$ cat src/rtl/fetch_unit.sv
// fetch_unit: instruction fetch front end.
// Issues one sequential read per cycle to instruction memory, captures each
// response one cycle later into a small circular fetch queue, and hands the
// queue head to decode with a valid/ready handshake. A redirect replaces the
// PC and flushes everything queued or in flight. Issue is credit-limited so
// queued plus in-flight entries never exceed QDEPTH.
// Optional feature macro: FETCH_MISALIGN_TRAP_EN -- misaligned redirect
// targets raise a sticky misalign_fault and halt fetch until the next aligned
// redirect or reset. Without it, target bits [1:0] are cleared on load.
module fetch_unit #(
  parameter int              XLEN     = 64,
  parameter int              QDEPTH   = 4,
  parameter logic [XLEN-1:0] RESET_PC = '0
) (
  input  logic            clk,
  input  logic            reset,
  input  logic            redirect_valid,
  input  logic [XLEN-1:0] redirect_target,
  output logic            imem_req,
  output logic [XLEN-1:0] imem_addr,
  input  logic [31:0]     imem_rdata,
  output logic            out_valid,
  input  logic            out_ready,
  output logic [31:0]     out_instr,
  output logic [XLEN-1:0] out_pc
`ifdef FETCH_MISALIGN_TRAP_EN
  ,
  output logic            misalign_fault
`endif
);

  localparam int PW = (QDEPTH > 1) ? $clog2(QDEPTH) : 1;
  localparam int CW = PW + 1;
  localparam logic [CW:0] DEPTH_C = (CW+1)'(QDEPTH);

  // PC loaded on a redirect; the trap build keeps the raw target so the
  // fault decision can see the low bits, the plain build drops them.
  function automatic logic [XLEN-1:0] load_pc(input logic [XLEN-1:0] t);
`ifdef FETCH_MISALIGN_TRAP_EN
    return t;
`else
    return t & ~XLEN'(3);
`endif
  endfunction

  function automatic logic is_misaligned(input logic [XLEN-1:0] t);
    return t[1:0] != 2'b00;
  endfunction

  logic [XLEN-1:0] pc_p0;
  logic            vld_p1;
  logic [XLEN-1:0] pc_p1;
  logic [31:0]     q_instr [QDEPTH];
  logic [XLEN-1:0] q_pc    [QDEPTH];
  logic [PW-1:0]   wptr;
  logic [PW-1:0]   rptr;
  logic [CW-1:0]   count;
  logic [CW:0]     used;
  logic            halted;
  logic            push;
  logic            pop;

  // Credits: entries queued plus the one response that may be in flight.
  assign used      = {1'b0, count} + {{CW{1'b0}}, vld_p1};
  assign imem_req  = !reset && !redirect_valid && !halted && (used < DEPTH_C);
  assign imem_addr = pc_p0;

  // A redirect discards the response arriving this cycle and blocks the pop.
  assign push      = vld_p1 && !redirect_valid;
  assign out_valid = (count != '0);
  assign pop       = out_valid && out_ready && !redirect_valid;
  assign out_instr = out_valid ? q_instr[rptr] : '0;
  assign out_pc    = out_valid ? q_pc[rptr]    : '0;

`ifdef FETCH_MISALIGN_TRAP_EN
  assign misalign_fault = halted;

  // Sticky fault: set by a misaligned redirect, cleared by an aligned one.
  always_ff @(posedge clk or posedge reset) begin
    if (reset) begin
      halted <= 1'b0;
    end else if (redirect_valid) begin
      halted <= is_misaligned(redirect_target);
    end
  end
`else
  assign halted = 1'b0;
`endif

  // ---- stage p0: PC register, advances on every issued request ----
  // PC update: redirect wins, otherwise step by 4 per request (wraps freely).
  always_ff @(posedge clk or posedge reset) begin
    if (reset) begin
      pc_p0 <= RESET_PC;
    end else if (redirect_valid) begin
      pc_p0 <= load_pc(redirect_target);
    end else if (imem_req) begin
      pc_p0 <= pc_p0 + XLEN'(4);
    end
  end

  // ---- stage p1: request in flight, response arrives on imem_rdata ----
  // In-flight flag; a redirect cycle never issues, so it also clears here.
  always_ff @(posedge clk or posedge reset) begin
    if (reset) begin
      vld_p1 <= 1'b0;
    end else begin
      vld_p1 <= imem_req;
    end
  end

  // PC that travels with the in-flight request (data, not reset).
  always_ff @(posedge clk) begin
    if (imem_req) begin
      pc_p1 <= pc_p0;
    end
  end

  // ---- stage p2: fetch queue, head presented to decode ----
  // Queue storage written at the tail when a response lands.
  always_ff @(posedge clk) begin
    if (push) begin
      q_instr[wptr] <= imem_rdata;
      q_pc[wptr]    <= pc_p1;
    end
  end

  // Queue pointers and occupancy; redirect flushes ahead of push/pop.
  always_ff @(posedge clk or posedge reset) begin
    if (reset) begin
      wptr  <= '0;
      rptr  <= '0;
      count <= '0;
    end else if (redirect_valid) begin
      wptr  <= '0;
      rptr  <= '0;
      count <= '0;
    end else begin
      if (push) begin
        wptr <= wptr + PW'(1);
      end
      if (pop) begin
        rptr <= rptr + PW'(1);
      end
      case ({push, pop})
        2'b10:   count <= count + CW'(1);
        2'b01:   count <= count - CW'(1);
        default: count <= count;
      endcase
    end
  end

endmodule

$ cat config.mk
export PLATFORM = sky130hd
export DESIGN_NAME = fetch_unit
export DESIGN_NICKNAME = d
export VERILOG_FILES = /design/src/rtl/fetch_unit.sv
export SDC_FILE = /design/constraint.sdc
export NUM_CORES = 1
export LEC_CHECK = 0
export ABC_CLOCK_PERIOD_IN_PS = 4800
export BUFFER_PORTS_ARGS = -buffer_cell sky130_fd_sc_hd__buf_2
export CAP_MARGIN = 10
export CORE_UTILIZATION = 55
export DETAILED_ROUTE_END_ITERATION = 12
export GPL_ROUTABILITY_DRIVEN = 0
export PLACE_DENSITY_LB_ADDON = 0.12
export SLEW_MARGIN = 15
export SYNTH_ARGS = -nofsm -noshare
export SYNTH_HDL_FRONTEND = slang
export SYNTH_SLANG_ARGS = --single-unit
$ cat constraint.sdc
create_clock -name clk -period 4.8 [get_ports clk]
set_input_delay 0.24 -clock clk [delete_from_list [all_inputs] [get_ports clk]]
set_output_delay 0.24 -clock clk [all_outputs]
set_load 0.1 [all_outputs]
# Yosys cells after proc, flatten, opt, wreduce, memory -nomap -nowiden
# Memory sizes are Yosys's and may differ from the RTL's.
# Cells that the tools add are included.
dict set report totals {
  register_bits 136
  mem_bits_rw 384
  in_bits 100
  output_inout_bits 162
  elab_cells 41
  mem_count 2
}
dict set report classes {
  n_addsub 6
  order_cmp 1
  eq_ne 2
  mux 12
  n_reduce_logical 12
}
# memory words word_bits read_ports rd_clocked_by_memory_dff write_ports line
set memory_table {}
lappend memory_table {q_pc 4 64 1 0 1 54} ;# logic [XLEN-1:0] q_pc [QDEPTH];
lappend memory_table {q_instr 4 32 1 0 1 53} ;# logic [31:0] q_instr [QDEPTH];
# cell n
set ops {}
lappend ops {{64-bit 2-to-1 mux} 3}
lappend ops {{64-bit by 3-bit adder with 64-bit output (second input constant)} 1}
lappend ops {{32-bit 2-to-1 mux} 1}
lappend ops {{2-bit 2-to-1 mux} 4}
lappend ops {{3-bit case mux with 2 select lines} 1}
lappend ops {{2-bit nonzero test} 3}
lappend ops {{3-bit nonzero test} 2}
lappend ops {{1-bit logical AND} 5}
lappend ops {{2-bit by 1-bit adder with 2-bit output (second input constant)} 2}
lappend ops {{3-bit by 1-bit adder with 4-bit output} 1}
lappend ops {{4-bit by 3-bit less-than comparator with 1-bit output (second input constant)} 1}
lappend ops {{3-bit by 1-bit adder with 3-bit output (second input constant)} 1}
lappend ops {{3-bit 2-to-1 mux} 1}
lappend ops {{3-bit by 1-bit subtractor with 3-bit output (second input constant)} 1}
lappend ops {{2-bit by 1-bit equality test with 1-bit output (second input constant)} 1}
lappend ops {{2-bit equality test (second input constant)} 1}
lappend ops {{1-bit zero test} 2}
lappend ops {{1-bit 2-to-1 mux} 2}

# Logic depth before layout (Yosys ltp)
# Gate-level depths: netlist of the first run.
dict set report depth {
  ltp_word 6
  depth_mapped 8
  depth_no_buf 7
}

# Least setup slack after synthesis of the first run
# No wires, ideal clock.
dict set report synth_timing {
  path_kind {flip-flop to flip-flop}
  from {register vld_p1}
  to {memory q_instr[0][0], enable pin}
  setup_time_ps 464
  arrival_ps 2919
  t_required_ps 4336
  setup_slack_ps 1418
  stages_incl_launch_ff 4
  n_path_buf 1
  synth_period_minus_slack_ps 3382
  cell_sequence {dfrtp_1 > buf_2 > nor2b_1 > and2_1}
}
dict set report synth_via {
  elab_chain_cells 3
}
# item line
set synth_lines {}
lappend synth_lines {{start, declared} 51} ;# logic vld_p1;
lappend synth_lines {{start signal, assigned} 108} ;# vld_p1 <= imem_req;
lappend synth_lines {{1-bit logical AND} 69} ;# assign push = vld_p1 && !redirect_valid;
lappend synth_lines {{1-bit 2-to-1 mux} 122} ;# if (push) begin
lappend synth_lines {{1-bit 2-to-1 mux (not written as such)} 123} ;# q_instr[wptr] <= imem_rdata;
lappend synth_lines {{end, declared} 53}
# No other way between the ends.

# Worst setup path in the final report of the first run
dict set report layout_timing {
  from {register vld_p1}
  to {output port imem_req}
}
dict set report layout_via {
  elab_chain_cells 3
}
# item line
set layout_lines {}
lappend layout_lines {{3-bit by 1-bit adder with 4-bit output} 64} ;# assign used = {1'b0, count} + {{CW{1'b0}}, vld_p1};
lappend layout_lines {{4-bit by 3-bit less-than comparator with 1-bit output} 65} ;# assign imem_req = !reset && !redirect_valid && !halted && (used < DEPTH_C);
lappend layout_lines {{1-bit logical AND} 65}
lappend layout_lines {{end, declared} 19} ;# output logic imem_req,
# No other way between the ends.

==> results.md, run 1 <==
* Outcome: complete, no violations
* Max-Cap Viols at 0
* Post-synthesis simple-gate area fraction at 10.1%
* Post-synthesis sequential area ratio at 73.1%
* Clock latency at the later pin of the worst-skew pair at 0.57 ns
* RSZ-0062 raised after global routing: false
* Clk slew on worst S/H paths at 0.06 ns
* Share of layout cells above drive strength 1 at 30.2%
* Slowest stage delay, CP at 0.55 ns
* Ys flop type: edfxtp_1
* DP Worst Slack at 1.92 ns
* DRC at 0
* Vias in the first global route at 11962
* Cell Count, Final, Fillers Out at 2034
* Ports at 262
* Pwr dens at 631 nW/um^2
* Synth area leaders: edfxtp_1, mux4_2, dfrtp_1
* Reg2reg setup slack at 1.89 ns
* Slew margin rel. at 24.6%
* Final Hold Vio Count at 0
* DRT iter0 DRCs at 772
* CP max-delay cell: buf_2
* Crit end category: output pin
* Tightest Hold Check Type: input pin to flip-flop
* CTS buffer count at 50
* Hpwl dp at 27000 microns
* Number of cells after detailed placement at 1847
* Crit. Startpoint: vld_p1
* Area growth syn-to-layout at 21.6%
* Min setup slack post-route at 1.50 ns
* CTS tree: built
* Main combinational cell family by area after synthesis: multiplexers
* TNS Setup at 0 ns
* DP Area at 22200 sq um
* Setup Skew at 0.0145 ns
* CP Launch Type: flip-flop
* DRT Pass-1 Iters at 5
* Mux cell area share after synthesis at 10.6%
* Die Span X at 195 microns
* Sink Count at 508
* CTS resizes at 0
* Buffer depth of the longest clock path at 3
* Post-synth EDFFs at 438
* Post-route cell area at 24800 sq um
* Crit Path Class: flip-flop to output pin
* Post-Synth Adder-Cell Area at 0.405%
* CP top delay family: buffers and inverters
* Core footprint at 36500 sq um
* Rows at 70
* CP cell instances: a311oi_4, buf_4, nand2_2, clkinv_2, buf_2
* Complex-gate fraction of the synthesized area at 2.92%
* Crit path to: imem_req
* GRT Total Usage at 24.3%
* Routed Wire Length at 45200 microns
* Yosys top cell area share at 64.5%
* Slew of the pin with the lowest slew margin at 1.13 ns
* Pins over their slew limit at 0
* First-pass GRT wire length at 69500 microns
* Initial Utilization at 55.8%
* Synth Area in XOR/XNOR at 1.42%
* Synth warn at 0
* CP Depth at 5
* Port Buffers at 255
* Synth Register Bits at 508
* R2R cell count at 8
* Peak Freq at 303 MHz
* Synth cell types at 56
* Biggest area consumer among synthesized cells: edfxtp_1
* Buf/Inv on CP at 3
* Mapped Cells at 1161
* Peak VDD IR at 0.000528 V
* H-tree depth reported by CTS at 2
* Layout Nets at 1628
* Grt ovf at 0
* Reg2reg end: imem_addr[16]
* DIE HEIGHT at 195 microns
* Async S/R FF share, synth at 13.8%
* Synth Cell Area at 20400 sq um
* Avg Inst Size Synth at 17.6 sq um
* Antenna viol nets, final at 0
* Die area at 37900 sq um
* CP required at 4.56 ns
* Post-route clock period utilization at 68.7%
* WP data arrival at 3.06 ns
* Final core occ at 67.9%
* RR Startpoint: vld_p1
* Initial antenna violation count at 3
* Vias/cell at 5.81
* Final Setup Violations at 0
* Largest net degree at the start of global routing at 70
* Leakage at 0.00879 uW
* Crit Path Max Fanout at 35
* Minimum clock period after layout at 3.30 ns
* Total number of vias at 11823
* CTS Root Cell: clkbuf_16
* Wire per inst at 22.2 microns
-- stage by stage --
step / total power (uW) / hold WS [ns]
floorplan: 10600 / 0.339
global placement: 11700 / 0.183
detailed placement: 11700 / 0.185
CTS: 15800 / 0.00773
global route: 16100 / 0.0578
finish: 15600 / 0.0338
-- power breakdown --
group          leakage [uW]  total, uW  switching (uW)  internal (uW)
registers           0.00481       5350             278           5070
clock network      0.000826       3970            1600           2370
logic               0.00315       6330            5060           1270
-- registers in the layout, summed over array words and instances (netlist names) --
register and cells:
wptr 2, vld_p1 1, imem_addr 62, count 3, pc_p1 62, rptr 2, q_pc 248, q_instr 128
-- layout make-up --
type	instances	area, sq um
sequential	508	14900
fill	2493	11700
multi-input combinational	586	5220
timing repair buffer	368	2360
clock buffer	61	1300
tap	468	586
clock inverter	32	377
inverter	8	32.5
antenna	3	7.51
-- per-layer routing --
layer	wire length [microns]	vias up	share of wire (%)	GRT usage (%)
met2	21700	435	48	39.1
met5	0	-	0	0
li1	-	5294	-	-
met4	1380	0	3.1	8.52
met3	2800	92	6.2	3.64
met1	19300	6002	43	34.2
-- logic make-up after synthesis --
kind of cell    count (synthesis)
compound gates                 91
xor+xnor                       33
mux                            98
buf+inv                        70
other cells                     1
flops                         508
fa+ha+maj                       6
simple gates                  354
-- cells in the final DEF (no fill, tap or decap), types with 14 or more instances in the layout --
cell | Yosys | final
nand2_1 | 70 | 70
buf_4 | 4 | 21
xor2_1 | 25 | 25
edfxtp_1 | 438 | 438
clkbuf_16 | 0 | 50
nand3_1 | 37 | 37
dlygate4sd3_1 | 0 | 91
and2_1 | 103 | 99
nor2_1 | 34 | 34
a31oi_1 | 17 | 17
o21ai_0 | 42 | 42
mux4_2 | 94 | 94
nand4_1 | 32 | 32
dfrtp_1 | 70 | 68
clkinv_2 | 0 | 14
buf_2 | 12 | 255
-- worst min path at each step --
stage / start / to / slack [ns] / cells past startpoint
final: redirect_target[58] / imem_addr[58] / 0.03 / 4
after global routing: redirect_target[59] / imem_addr[59] / 0.06 / 5
after CTS: redirect_target[58] / imem_addr[58] / 0.008 / 4
after detailed placement: reset / rptr[0] / 0.19 / 2
after global placement: reset / rptr[1] / 0.18 / 2
after floorplan: imem_rdata[0] / q_instr[0][0] / 0.34 / 0
-- synthesized netlist by cell type, types with 2 or more instances --
cell and instances:
a311o_1 2, a31oi_1 17, and2_1 103, and3_1 13, and4_1 4, buf_1 2, buf_2 12, buf_4 4
clkbuf_1 43, dfrtp_1 70, edfxtp_1 438, ha_1 5, inv_1 7, mux2i_1 3, mux4_2 94, nand2_1 70
nand2_2 2, nand2b_1 2, nand3_1 37, nand3_2 2, nand3_4 2, nand4_1 32, nor2_1 34, nor2b_1 2
nor3_1 10, nor3b_1 2, nor4_1 2, nor4_4 5, o211ai_1 8, o21ai_0 42, o311ai_0 5, o31ai_1 9
or3_1 11, or4_1 13, or4b_1 2, xnor2_1 8, xor2_1 25
-- worst reg2reg max path: stages, from the launching register on --
cell      delay (ns)
dfrtp_1         0.51
a311oi_4        0.35
buf_4           0.40
nand2_2         0.14
clkinv_2        0.53
buf_4           0.42
nand4_1         0.20
nand3_1         0.13
o211ai_1        0.10
-- timing repair --
| action | CTS | global route |
|---|---|---|
| endpoints found under the hold margin | 195 | 0 |
| hold buffers | 91 | 0 |
| buffers inserted | 0 | 0 |
(Power assumes the default switching activity.)
==> run 2, diff against run 1 <==
Settings changed: ABC_CLOCK_PERIOD_IN_PS 4800 to 3000, CORE_UTILIZATION 55 to 52.
Clock period 4.8 ns to 3 ns, I/O delays scaled along.
==> run 2 against run 1 <==
Net effect: critical path depth shrank 1; combinational power grew 63%; register-to-register slack lost 1.4 ns; largest cell class unchanged.
==> results.md, run 2 (synthesized netlist as in run 1, its figures left out) <==
* Reg2reg end: imem_addr[60]
* Tightest Hold Check Type: input pin to flip-flop
* Final Setup Violations at 0
* RR Startpoint: imem_addr[2]
* TNS Setup at 0 ns
* Core footprint at 38600 sq um
* Post-route clock period utilization at 91.6%
* WP data arrival at 2.60 ns
* RSZ-0062 raised after global routing: false
* Initial antenna violation count at 3
* Layout Nets at 1653
* Buffer depth of the longest clock path at 3
* Vias/cell at 5.62
* Hpwl dp at 28900 microns
* DRT iter0 DRCs at 841
* GRT Total Usage at 24.0%
* CP required at 2.85 ns
* WHS Endpoint: rptr[1]
* Pwr dens at 1020 nW/um^2
* Minimum clock period after layout at 2.75 ns
* Most common cell after layout, fill and taps aside: edfxtp_1
* Routed Wire Length at 47000 microns
* Pins over their slew limit at 0
* Max-Cap Viols at 0
* First-pass GRT wire length at 70700 microns
* Antenna viol nets, final at 0
* Clock latency at the later pin of the worst-skew pair at 0.60 ns
* H-tree depth reported by CTS at 2
* CTS resizes at 0
* Total number of vias at 11865
* Area growth syn-to-layout at 24.7%
* Post-CTS Setup Bufs at 0
* Crit end category: output pin
* Initial Utilization at 52.8%
* Share of layout cells above drive strength 1 at 31.6%
* DRT Pass-1 Iters at 4
* R2R cell count at 7
* Layout fillers at 2732
* Largest net degree at the start of global routing at 75
* DIE HEIGHT at 200 microns
* Clk slew on worst S/H paths at 0.07 ns
* Min setup slack post-route at 0.251 ns
* Crit Path Max Fanout at 66
* Peak Freq at 364 MHz
* Outcome: complete, no violations
* CTS Root Cell: clkbuf_16
* Worst hold start: redirect_valid
* Vias in the first global route at 12121
* Final Hold Vio Count at 0
* Die Span X at 200 microns
* Most flops, register: q_pc
* CTS tree: built
* DRC at 0
* Peak VDD IR at 0.00107 V
* Slew of the pin with the lowest slew margin at 0.915 ns
* Reg2reg setup slack at 0.49 ns
* Rows at 72
* Cts hold-fix bufs at 96
* Leakage at 0.00906 uW
* DP Worst Slack at 0.512 ns
* Grt ovf at 0
* Port Buffers at 255
* Most frequent cells in the layout: edfxtp_1, buf_2, and2_1
* Hold Path Depth at 3
* Ports at 262
* Slew margin rel. at 39.0%
* Setup Skew at 0.0148 ns
* Die area at 40000 sq um
* Crit Path Class: flip-flop to output pin
* Max reg flops at 248
* Top flop regs: q_pc x248, q_instr x128
* Wire per inst at 22.3 microns
* CP Launch Type: flip-flop
* CTS buffer count at 52
* Sink Count at 508
run 2: changes by cell type in the layout (fill, tap and decap cells not counted), moves of 2 or more:
cell / change
clkbuf_16: +5
clkinv_2: -5
clkinvlp_4: +2
clkbuf_1: -4
buf_12: +12
dlygate4sd3_1: +5
inv_6: -2
buf_4: +7
clkinv_1: -3
clkbuf_8: +9
run 2: power by group:
| part | switching, uW | total (uW) | internal (uW) |
|---|---|---|---|
| combinational | 8230 | 10300 | 2110 |
| clock | 2680 | 7050 | 4360 |
| sequential | 350 | 8460 | 8110 |
| total | 11300 | 25800 | 14600 |
run 2: critical path: stages (launching register included):
cell and delay [ns]:
dfrtp_4 0.44, buf_12 0.42, mux4_2 0.59, and2_1 0.17, buf_2 0.28
run 2: how the worst max path moves through the flow:
| stage | startpoint | end | slack (ns) | depth (start not counted) |
|---|---|---|---|---|
| 2_1_floorplan | imem_addr[2] | imem_addr[36] | 0.18 | 7 |
| 3_3_place_gp | imem_addr[2] | imem_addr[60] | 0.59 | 7 |
| 3_5_place_dp | imem_addr[25] | imem_addr[60] | 0.51 | 5 |
| 4_1_cts | rptr[0] | out_pc[4] | 0.17 | 4 |
| 5_1_grt | rptr[0] | out_instr[12] | 0.12 | 4 |
| 6_report | rptr[0] | out_pc[41] | 0.25 | 4 |
run 2: area by class of cell:
type / instances / area (sq um) / area share [%]
antenna: 2 / 5.00 / 0.0197
clock inverter: 27 / 382 / 1.50
inverter: 8 / 33.8 / 0.133
tap: 518 / 648 / 2.55
timing repair buffer: 391 / 2700 / 10.6
sequential: 508 / 14900 / 58.6
clock buffer: 71 / 1540 / 6.04
multi-input combinational: 586 / 5220 / 20.5
run 2: stage by stage:
| stage | total power [uW] | area, sq um | std cells | hold slack, ns | utilization, % |
|---|---|---|---|---|---|
| floorplan | 17000 | 20400 | 1164 | 0.249 | - |
| global placement | 18900 | 22600 | 1915 | 0.360 | 58.3 |
| detailed placement | 18900 | 22600 | 1915 | 0.357 | 58.3 |
| CTS | 26100 | 25400 | 2109 | 0.0131 | 65.8 |
| global route | 26700 | 25400 | 2110 | 0.0469 | 65.8 |
| finish | 25800 | 25400 | 2111 | 0.0454 | 65.8 |
run 2: per-layer routing:
| layer | global-route usage [%] | up-vias | wire length (microns) |
|---|---|---|---|
| met5 | 0 | - | 9 |
| met4 | 9.30 | 2 | 1390 |
| met3 | 4.89 | 86 | 3010 |
| met2 | 39.0 | 349 | 22900 |
| met1 | 32.2 | 6066 | 19700 |
| li1 | - | 5362 | - |
==> run 3, diff against run 2 <==
Settings changed: CORE_UTILIZATION 52 to 45.
==> run 3 against run 2 <==
Net effect: clock power is 14% lower; critical endpoint is now out_pc[23]; worst setup slack worse by 0.091 ns; die area is 15% higher; global-route usage is 3.0 points lower.
==> results.md, run 3 (synthesized netlist as in run 1, its figures left out) <==
* Outcome: complete, no violations
* DRT Pass-1 Iters at 5
* Share of layout cells above drive strength 1 at 29.9%
* Minimum clock period after layout at 2.84 ns
* Logic pwr share at 41.5%
* Number of cells after detailed placement at 1978
* Layout fillers at 3491
* Area growth syn-to-layout at 23.3%
* Final Hold Vio Count at 0
* Cts hold-fix bufs at 97
* GRT Total Usage at 21.0%
* Leakage at 0.00885 uW
* Crit Path Max Fanout at 24
* Max reg flops at 248
* Die area at 46200 sq um
* WP data arrival at 2.69 ns
* Peak Freq at 352 MHz
* CTS buffer count at 52
* DRC at 0
* Clock power frac at 24.3%
* Setup Skew at 0.0134 ns
* Post-CTS Setup Bufs at 0
* Initial antenna violation count at 2
* Sw power at 11300 uW
* Storage cell area at 14900 sq um
* Initial Utilization at 45.9%
* Post-route clock period utilization at 94.6%
* Peak VDD IR at 0.00107 V
* First-pass GRT wire length at 73400 microns
* DIE HEIGHT at 215 microns
* Pins over their slew limit at 0
* CTS tree: built
* CP Launch Type: flip-flop
* Total number of vias at 11876
* Rows at 77
* Final Setup Violations at 0
* Wire per inst at 22.2 microns
* Antenna viol nets, final at 0
* Layout Nets at 1643
* Slew margin rel. at 41.1%
* Largest net degree at the start of global routing at 97
* Clk slew on worst S/H paths at 0.06 ns
* Slew of the pin with the lowest slew margin at 0.884 ns
* Core footprint at 44400 sq um
* CP required at 2.85 ns
* Cell Count, Final, Fillers Out at 2172
* Top flop regs: q_pc x248, q_instr x128
* CTS resizes at 0
* Crit Path Class: flip-flop to output pin
* Hold slack at 0.0380 ns
* H-tree depth reported by CTS at 2
* Area occupied by multi-input gates at 5220 sq um
* Switching part of the total at 45.0%
* Final core occ at 56.6%
* Buffer depth of the longest clock path at 3
* Tightest Hold Check Type: input pin to flip-flop
* Grt ovf at 0
* Most frequent cells in the layout: edfxtp_1, buf_2, and2_1
* Internal at 13700 uW
* Port Buffers at 255
* RSZ-0062 raised after global routing: false
* Sink Count at 508
* Vias/cell at 5.47
* Pwr dens at 994 nW/um^2
* Most flops, register: q_pc
* Hpwl dp at 29200 microns
* CTS Root Cell: clkbuf_16
* Clock latency at the later pin of the worst-skew pair at 0.59 ns
* TNS Setup at 0 ns
* Flop pwr share at 34.2%
* DRT iter0 DRCs at 800
* Die Span X at 215 microns
* Vias in the first global route at 12260
* Most common cell after layout, fill and taps aside: edfxtp_1
* Crit end category: output pin
* Max-Cap Viols at 0
* Routed Wire Length at 48100 microns
* Ports at 262
run 3: cell count changes in the layout (fill, tap and decap cells not counted), sizes merged:
| cell | change |
|---|---|
| clkinvlp | -3 |
| bufinv | -6 |
| clkinv | +5 |
| diode | -1 |
| dlygate4sd3 | +1 |
| buf | -11 |
| inv | +1 |
| clkbuf | +1 |
run 3: power groups by stage:
stage	clock network, uW	logic (uW)	registers [uW]
after global placement	0	10300	8680
final	6070	10400	8550
after detailed placement	0	10300	8710
after floorplan	0	7890	9120
after CTS	6220	10500	8560
after global routing	6480	10700	8620
run 3: worst paths after layout:
path | start | to | slack, ns | cells after the start
setup reg to reg | imem_addr[2] | imem_addr[52] | 0.50 | 6
setup / recovery | rptr[0] | out_pc[23] | 0.16 | 4
min in group asynchronous | reset | rptr[1] | 0.27 | 3
max in group asynchronous | reset | count[2] | 1.95 | 4
hold / removal | out_ready | rptr[0] | 0.04 | 4
hold reg to reg | pc_p1[53] | q_pc[2][53] | 0.50 | 0
run 3: critical path: stages (launching register included):
cell     delay [ns]
dfrtp_4        0.72
buf_12         0.30
mux4_2         0.54
and2_1         0.22
buf_2          0.31
run 3: layout make-up:
| type | instances | share of cell area (%) |
|---|---|---|
| sequential | 508 | 59.3 |
| clock buffer | 72 | 5.51 |
| antenna | 1 | 0.00995 |
| tap | 592 | 2.95 |
| multi-input combinational | 586 | 20.7 |
| timing repair buffer | 381 | 10.6 |
| clock inverter | 24 | 0.796 |
| inverter | 8 | 0.134 |
run 3: per-stage QoR:
| stage | instance area [sq um] | total power, uW | worst slack (ns) |
|---|---|---|---|
| 3_5_place_dp | 22600 | 19100 | 0.520 |
| 3_3_place_gp | 22600 | 19000 | 0.579 |
| 5_1_grt | 25100 | 25800 | 0.0412 |
| 6_report | 25100 | 25000 | 0.161 |
| 4_1_cts | 25100 | 25200 | 0.0682 |
| 2_1_floorplan | 20400 | 17000 | 0.182 |
run 3: routing by layer:
metal / global-route usage (%) / share of wire (%) / vias to the layer above
met2: 34.1 / 48 / 370
met4: 6.76 / 2.4 / 0
li1: - / - / 5333
met1: 29.4 / 44 / 6104
met3: 3.21 / 4.8 / 69
met5: 0 / 0 / -
